**src/rtl/shift_reg_pkg.sv**
```systemverilog
// Shared types and constants for the 4-bit universal shift register and its command sequencer.
package shift_reg_pkg;

  localparam int SR_WIDTH = 4;

  typedef enum logic [1:0] {
    MODE_HOLD  = 2'b00,
    MODE_LEFT  = 2'b01,
    MODE_RIGHT = 2'b10,
    MODE_LOAD  = 2'b11
  } sr_mode_t;

  typedef enum logic [1:0] {
    IDLE,
    LOAD,
    SHIFT,
    CAPTURE
  } seq_state_t;

endpackage

```
**src/rtl/shift_cmd_sequencer.sv**
```systemverilog
// Command sequencer for the universal shift register: load, N shifts, capture, done pulse.
// Optional build macro SHIFT_ZERO_EARLY_EXIT_EN: stop shifting once the register is zero with fill 0.
module shift_cmd_sequencer
  import shift_reg_pkg::*;
#(
  parameter int WIDTH = SR_WIDTH,
  parameter int CNT_W = $clog2(WIDTH + 1)
) (
  input  logic             clk,
  input  logic             rst,
  input  logic             cmd_valid,
  output logic             cmd_ready,
  input  logic [WIDTH-1:0] cmd_data,
  input  logic             cmd_dir,
  input  logic [CNT_W-1:0] cmd_count,
  input  logic             cmd_fill,
  output logic [1:0]       sr_mode,
  output logic [WIDTH-1:0] sr_p_in,
  output logic             sr_s_in,
  input  logic [WIDTH-1:0] sr_q_out,
  input  logic             sr_is_zero,
  output logic             busy,
  output logic             done,
  output logic [WIDTH-1:0] result,
  output logic             result_zero,
  output logic [CNT_W-1:0] shifts_done
);

  seq_state_t       state_q;
  logic             dir_q;
  logic [CNT_W-1:0] remain_q;
  logic [CNT_W-1:0] shifts_q;
  logic [CNT_W-1:0] count_clamped;
  logic             early_exit;
  sr_mode_t         mode_s;

  assign count_clamped = (cmd_count > CNT_W'(WIDTH)) ? CNT_W'(WIDTH) : cmd_count;

  // Once the register holds zero and the fill is zero, further shifts cannot change it.
`ifdef SHIFT_ZERO_EARLY_EXIT_EN
  assign early_exit = sr_is_zero && !sr_s_in;
`else
  assign early_exit = 1'b0;
`endif

  always_comb begin
    mode_s = MODE_HOLD;
    case (state_q)
      LOAD:    mode_s = MODE_LOAD;
      SHIFT:   mode_s = dir_q ? MODE_RIGHT : MODE_LEFT;
      default: mode_s = MODE_HOLD;
    endcase
  end

  assign sr_mode = mode_s;

  always_ff @(posedge clk) begin
    if (rst) begin
      state_q     <= IDLE;
      cmd_ready   <= 1'b0;
      busy        <= 1'b0;
      done        <= 1'b0;
      dir_q       <= 1'b0;
      remain_q    <= '0;
      shifts_q    <= '0;
      sr_p_in     <= '0;
      sr_s_in     <= 1'b0;
      result      <= '0;
      result_zero <= 1'b0;
      shifts_done <= '0;
    end else begin
      done      <= 1'b0;
      cmd_ready <= (state_q == IDLE) && !(cmd_valid && cmd_ready);
      case (state_q)
        IDLE: begin
          if (cmd_valid && cmd_ready) begin
            sr_p_in   <= cmd_data;
            sr_s_in   <= cmd_fill;
            dir_q     <= cmd_dir;
            remain_q  <= count_clamped;
            shifts_q  <= '0;
            busy      <= 1'b1;
            state_q   <= LOAD;
          end
        end
        LOAD: begin
          state_q <= (remain_q != '0) ? SHIFT : CAPTURE;
        end
        SHIFT: begin
          if (early_exit) begin
            // Register is already final: capture in this cycle instead of a separate CAPTURE.
            result      <= sr_q_out;
            result_zero <= sr_is_zero;
            shifts_done <= shifts_q;
            done        <= 1'b1;
            busy        <= 1'b0;
            cmd_ready   <= 1'b1;
            state_q     <= IDLE;
          end else begin
            remain_q <= remain_q - CNT_W'(1);
            shifts_q <= shifts_q + CNT_W'(1);
            if (remain_q == CNT_W'(1)) state_q <= CAPTURE;
          end
        end
        CAPTURE: begin
          result      <= sr_q_out;
          result_zero <= sr_is_zero;
          shifts_done <= shifts_q;
          done        <= 1'b1;
          busy        <= 1'b0;
          cmd_ready   <= 1'b1;
          state_q     <= IDLE;
        end
        default: state_q <= IDLE;
      endcase
    end
  end

endmodule

```
**config.mk**
```make
export PLATFORM = sky130hd
export DESIGN_NAME = shift_cmd_sequencer
export DESIGN_NICKNAME = d
export VERILOG_FILES = /design/src/rtl/shift_reg_pkg.sv /design/src/rtl/shift_cmd_sequencer.sv
export SDC_FILE = /design/constraint.sdc
export NUM_CORES = 1
export LEC_CHECK = 0
export ABC_AREA = 1
export CAP_MARGIN = 0
export CORE_ASPECT_RATIO = 0.75
export CORE_MARGIN = 2
export CORE_UTILIZATION = 49
export DETAILED_ROUTE_END_ITERATION = 8
export PLACE_DENSITY_LB_ADDON = 0.08
export SETUP_SLACK_MARGIN = 0.2
export SYNTH_ARGS = -nofsm -noshare
export SYNTH_HDL_FRONTEND = slang
export SYNTH_SLANG_ARGS = --single-unit
```
**constraint.sdc**
```tcl
create_clock -name clk -period 3.1 [get_ports clk]
set_clock_uncertainty 0.05 [all_clocks]
set_input_delay 0.465 -clock clk [delete_from_list [all_inputs] [get_ports clk]]
set_output_delay 0.465 -clock clk [all_outputs]
set_load 0.01 [all_outputs]
```
==> impl_metrics.py, run 1 <==
metrics = {
    "outcome": {
        "outcome": "completed",
    },
    "synth": {
        "post-synth-top-count-cell": "dfxtp_1",
        "yosysWarnings": 0,
        "postSynthCellCount": 151,
        "synth.largest_area_cell": "dfxtp_1",
        "synth_edf_count": 0,
        "ys.flop_type": "dfxtp_1",
        "syn_area_mm2": 0.00114,
        "synth-seq-cells": 25,
        "synth_top_area_share_pct": 43.8,
        "syn_area_per_cell_um2": 7.57,
        "yosys.area_share.simple_pct": 20.4,
        "synthTopCellsByArea": "dfxtp_1 (44%), ha_1 (11%), nor2_1 (7.5%), o21ai_0 (7.4%), a21oi_1 (7.0%)",
        "async_reset_ff_share_pct": 0,
        "yosysUniqueCellTypes": 19,
        "muxShareOfSynthArea_pct": 0,
        "synth_xor_area_share_pct": 0,
        "ys_seq_area_share_pct": 43.8,
        "synth-compound-area-share_pct": 17.0,
        "synth_top_cells_by_count": "dfxtp_1 (25), nor2_1 (23), nand2_1 (21)",
        "synthAdderAreaFrac_pct": 10.9,
        "synth_top_family_by_area": "simple AND/OR/NAND/NOR gates",
        "synth.net_count": 178,
    },
    "cts": {
        "htree_num_levels": 1,
        "cts_setup_buffers": 0,
        "cts_tree": "yes",
        "ctsHoldBuffers": 0,
        "clk_latency_ns": 0.32,
        "cts_resized": 0,
        "ctsLongestPathBuffers": 2,
        "numCtsBuffers": 3,
        "clock_sinks": 25,
        "clk_pin_slew_ns": 0.14,
        "cts_root_buffer": "clkbuf_4",
    },
    "global_routing": {
        "antenna_found_initial": 0,
        "grt_overflow": 0,
        "first_global_vias": 918,
        "grt.total_usage_pct": 19.1,
        "grt_pass1_wl_um": 4020,
        "grt_max_degree": 20,
    },
    "timing": {
        "slew_headroom_pct": 69.2,
        "hold_viol": 0,
        "rsz0062_at_grt": "false",
        "fin_tns_setup_ns": 0,
        "max_clock_freq_ghz": 0.409,
        "finalSetupViolCount": 0,
        "slew_violations": 0,
        "finalCriticalPeriod_ns": 2.44,
        "worst_pin_slew_ns": 0.461,
        "fin_hold_ws_ns": 0.406,
        "period_share_pct": 78.9,
    },
    "run": {
        "max_cap_viol_count": 0,
    },
    "die": {
        "core_region_area_mm2": 0.00225,
        "ios": 35,
        "std_cell_rows": 15,
        "chipHeight_um": 45.8,
        "die_w_um": 59.8,
        "start_util_pct": 50.8,
        "dieArea_mm2": 0.00274,
    },
    "routing": {
        "ant_nets": 0,
        "vias": 1052,
        "avgViaCountPerCell": 4.99,
        "routed_wl_um": 2480,
        "drc": 0,
        "first_iter_violations": 27,
        "post_drt_wl_per_cell_um": 11.8,
        "first_pass_iters": 4,
    },
    "min_path": {
        "worstHoldPathCells": 2,
        "min_path_type": "reg -> reg",
        "min_to": "sr_p_in[1]",
        "hp-start": "sr_p_in[1]",
    },
    "place": {
        "io_buffers": 34,
        "gp_congestion": 0.755,
        "place_hpwl_um": 1920,
    },
    "final_layout": {
        "syn2layout_area_growth_pct": 33.8,
        "fillers": 198,
        "drive_gt1_share_pct": 5.38,
        "diodes": 0,
        "final_nets": 214,
        "fin_util_pct": 67.9,
    },
    "worst_setup_path": {
        "r2r-end": "shifts_q[2]",
        "reg2regPathDepth": 8,
        "worst-path-max-fanout": 5,
        "end_kind": "primary output",
        "r2r-start": "state_q[1]",
        "worstPathRequired_ns": 2.58,
        "crit_start": "state_q[0]",
        "cp.arrival_ns": 1.93,
        "path_class": "reg -> out",
        "ff2ff_setup_slack_ns": 1.39,
        "start_kind": "register",
    },
    "power_and_ir_drop": {
        "p_leak_uw": 0.000638,
        "ir_drop_mv": 0.369,
        "power_density_mw_per_mm2": 647,
    },
}
## worst max path at each step
stage / to / slack (ns) / cells past startpoint
global route: sr_mode[0] / 0.50 / 5
finish: sr_mode[0] / 0.66 / 5
detailed placement: sr_mode[0] / 1.03 / 5
CTS: sr_mode[0] / 0.64 / 5
global placement: sr_mode[0] / 1.12 / 5
floorplan: sr_mode[0] / 1.58 / 4
## power breakdown
part           internal, uW  switching [uW]  leakage (uW)
clock                  48.3            96.2     0.0000177
sequential              380            40.2      0.000203
combinational           186             238      0.000417
total                   615             374      0.000638
## metal layers
metal  global-route usage, %  share of wire [%]  vias to the layer above
li1                        -                  -                      556
met1                    25.2                 49                      469
met2                    32.6                 46                       27
met3                    5.68                5.1                        0
met4                    1.33                  0                        0
met5                       0                  0                        -
## cells in the final DEF (no fill, tap or decap), drive strengths merged
cell type / Yosys / layout
inv: 20 / 20
a21oi: 16 / 16
or2: 1 / 1
nand2: 22 / 22
clkdlybuf4s50: 0 / 34
dfxtp: 25 / 25
o21ai: 19 / 19
nor2: 23 / 23
ha: 10 / 10
nand3: 10 / 10
o21bai: 1 / 1
clkbuf: 1 / 3
clkinv: 1 / 2
## logic make-up (layout without fill, tap and decap cells)
group                      after synthesis  count (layout)
AOI/OAI and AO/OA                       36              36
adders and majority gates               10              10
buffers and inverters                   24              59
DFF                                     25              25
and+or+nand+nor                         56              56
## critical path: stages (launching register included)
cell	delay [ns]
dfxtp_1	0.44
inv_1	0.12
ha_1	0.32
inv_1	0.05
a21oi_1	0.12
clkdlybuf4s50_1	0.56
## state kept, by name (all words and copies together) (netlist names)
name / count
busy: 1
cmd_ready: 1
dir_q: 1
done: 1
remain_q: 3
result: 4
result_zero: 1
shifts_done: 3
shifts_q: 3
sr_p_in: 4
sr_s_in: 1
state_q: 2
## final cells by class
class	instances	area, um2	area share [%]
clock inverters	1	5.00	0.327
well taps	25	31.3	2.04
flip-flops and latches	25	500	32.7
repair buffers	34	340	22.2
inverters	21	78.8	5.15
multi-input cells	102	552	36.1
clock buffers	3	22.5	1.47
## through the flow
| step | total power, uW | area (um2) | instances | setup WS [ns] |
|---|---|---|---|---|
| finish | 989 | 1530 | 211 | 0.655 |
| global route | 1070 | 1530 | 211 | 0.504 |
| CTS | 993 | 1530 | 211 | 0.641 |
| detailed placement | 850 | 1500 | 207 | 1.03 |
| global placement | 834 | 1500 | 207 | 1.12 |
| floorplan | 690 | 1140 | 151 | 1.58 |
No activity file was read; power rests on OpenSTA's default activity.
==> inputs of run 2 (changes only) <==
--- a/config.mk
+++ b/config.mk
@@ -9,7 +9,7 @@
 export CAP_MARGIN = 0
 export CORE_ASPECT_RATIO = 0.75
 export CORE_MARGIN = 2
-export CORE_UTILIZATION = 49
+export CORE_UTILIZATION = 41
 export DETAILED_ROUTE_END_ITERATION = 8
 export PLACE_DENSITY_LB_ADDON = 0.08
 export SETUP_SLACK_MARGIN = 0.2
==> constraint.sdc (replaced) <==
create_clock -name clk -period 2 [get_ports clk]
set_clock_uncertainty 0.05 [all_clocks]
set_input_delay 0.3 -clock clk [delete_from_list [all_inputs] [get_ports clk]]
set_output_delay 0.3 -clock clk [all_outputs]
set_load 0.01 [all_outputs]
==> impl_metrics.py, run 2 (synthesis results as in run 1) <==
metrics = {
    "worst_setup_path": {
        "crit_path_frequent_cell": "inv_1",
        "start_kind": "register",
        "slowest_delay_ns": 0.38,
        "path_class": "reg -> out",
        "path_buf_inv": 3,
        "end_kind": "primary output",
        "cp.arrival_ns": 1.35,
        "worstPathCellList": "inv_1, ha_4, inv_1, a21oi_1, buf_2",
        "worst-path-max-fanout": 5,
        "critical_path.top_delay_family": "flip-flops",
        "worstPathRequired_ns": 1.65,
        "slowest_stage": "dfxtp_4",
    },
    "global_routing": {
        "antenna_found_initial": 0,
        "grt_overflow": 0,
        "grt_pass1_wl_um": 4400,
        "grt_max_degree": 20,
        "grt.total_usage_pct": 17.3,
        "first_global_vias": 995,
    },
    "power_and_ir_drop": {
        "ir_drop_mv": 0.434,
        "power_density_mw_per_mm2": 1040,
        "p_leak_uw": 0.000674,
    },
    "final_layout": {
        "final_cell_mix": "clkdlybuf4s50_1 (32), nor2_1 (23), dfxtp_1 (23)",
        "final_nets": 218,
        "final_area_mm2": 0.00161,
        "final_common_cell": "clkdlybuf4s50_1",
        "syn2layout_area_growth_pct": 40.6,
        "fin_cells": 226,
        "drive_gt1_share_pct": 10.5,
        "diodes": 0,
        "reg_top3": "result: 4 flops, sr_p_in: 4 flops",
    },
    "die": {
        "core_region_area_mm2": 0.00262,
        "std_cell_rows": 16,
        "die_w_um": 65.0,
        "ios": 35,
        "dieArea_mm2": 0.00323,
        "start_util_pct": 43.6,
        "chipHeight_um": 49.7,
    },
    "cts": {
        "ctsLongestPathBuffers": 2,
        "cts_root_buffer": "clkbuf_8",
        "htree_num_levels": 1,
        "ctsHoldBuffers": 0,
        "clk_latency_ns": 0.27,
        "clock_sinks": 25,
        "numCtsBuffers": 3,
        "clk_pin_slew_ns": 0.09,
        "cts_tree": "yes",
    },
    "timing": {
        "hold_viol": 0,
        "finalCriticalPeriod_ns": 1.70,
        "fin_tns_setup_ns": 0,
        "finalSetupViolCount": 0,
        "worst_pin_slew_ns": 0.513,
        "period_share_pct": 85.0,
        "slew_violations": 0,
        "slew_headroom_pct": 65.7,
        "rsz0062_at_grt": "true",
        "max_clock_freq_ghz": 0.588,
    },
    "place": {
        "dpl_cell_area_mm2": 0.00154,
        "place_hpwl_um": 1880,
        "place_inst": 221,
        "io_buffers": 34,
        "gp_congestion": 0.754,
    },
    "routing": {
        "post_drt_wl_per_cell_um": 11.6,
        "drc": 0,
        "avgViaCountPerCell": 4.69,
        "routed_wl_um": 2620,
        "vias": 1061,
        "first_pass_iters": 4,
        "ant_nets": 0,
        "first_iter_violations": 32,
    },
    "run": {
        "max_cap_viol_count": 0,
    },
    "min_path": {
        "min_path_type": "reg -> reg",
    },
    "outcome": {
        "outcome": "completed",
    },
}
run 2: cell types whose count changed in the layout (fill, tap and decap cells not counted), moves of 2 or more:
cell	delta
buf_4	+4
clkbuf_4	-3
clkdlybuf4s50_1	-2
buf_2	+2
clkbuf_8	+3
dfxtp_1	-2
run 2: what timing repair did:
action                     4_1_cts  5_1_grt
resized for setup               11        3
pin swaps                        0        0
setup endpoints to repair        2        8
setup buffers                    1        0
run 2: final cells by class:
type | instances | area [um2]
Multi-Input combinational cell | 102 | 572
Inverter | 21 | 78.8
Timing Repair Buffer | 38 | 360
Sequential cell | 25 | 505
Clock inverter | 1 | 5.00
Fill cell | 260 | 1010
Clock buffer | 3 | 41.3
Tap cell | 36 | 45.0
run 2: report_power, final:
| part | internal, uW | switching [uW] |
|---|---|---|
| Clock | 139 | 150 |
| Combinational | 323 | 402 |
| Sequential | 597 | 66.0 |
| Total | 1060 | 617 |
run 2: per-stage QoR:
| stage | hold WS, ns | utilization, % | worst slack, ns | power (uW) |
|---|---|---|---|---|
| floorplan | 0.319 | - | 0.631 | 1070 |
| global placement | 0.383 | 58.7 | 0.180 | 1300 |
| detailed placement | 0.387 | 58.7 | 0.104 | 1340 |
| CTS | 0.399 | 60.5 | 0.281 | 1640 |
| global route | 0.435 | 61.3 | 0.195 | 1820 |
| finish | 0.396 | 61.3 | 0.299 | 1680 |
run 2: final timing paths:
kind / start / end / slack [ns] / depth (start not counted)
worst min register to register: sr_p_in[2] / sr_p_in[2] / 0.40 / 2
worst max-delay path: state_q[0] / sr_mode[0] / 0.30 / 5
worst max register to register: state_q[0] / remain_q[1] / 0.40 / 8
worst min-delay path: sr_p_in[2] / sr_p_in[2] / 0.40 / 2
run 2: tightest hold or removal path: cells and delay by family, from the launching register on:
kind                   cells  cell delay (ns)
buffers and inverters      1             0.04
AO/OA/AOI/OAI              1             0.05
flip-flops                 1             0.32
run 2: routing by layer:
layer  wire length, um  track usage, %  up-vias
li1                  -               -      563
met1              1290            22.3      473
met2              1170            29.0       23
met3               151            5.94        2
met4                 8            1.42        0
met5                 0               0        -
==> inputs of run 3 (changes only) <==
--- a/config.mk
+++ b/config.mk
@@ -6,13 +6,13 @@
 export NUM_CORES = 1
 export LEC_CHECK = 0
 export ABC_AREA = 1
-export CAP_MARGIN = 0
 export CORE_ASPECT_RATIO = 0.75
 export CORE_MARGIN = 2
 export CORE_UTILIZATION = 41
 export DETAILED_ROUTE_END_ITERATION = 8
 export PLACE_DENSITY_LB_ADDON = 0.08
 export SETUP_SLACK_MARGIN = 0.2
+export SLEW_MARGIN = 20
 export SYNTH_ARGS = -nofsm -noshare
 export SYNTH_HDL_FRONTEND = slang
 export SYNTH_SLANG_ARGS = --single-unit
==> results of run 3 <==
The final DEF is identical to that of run 2; final timing and power are the same.
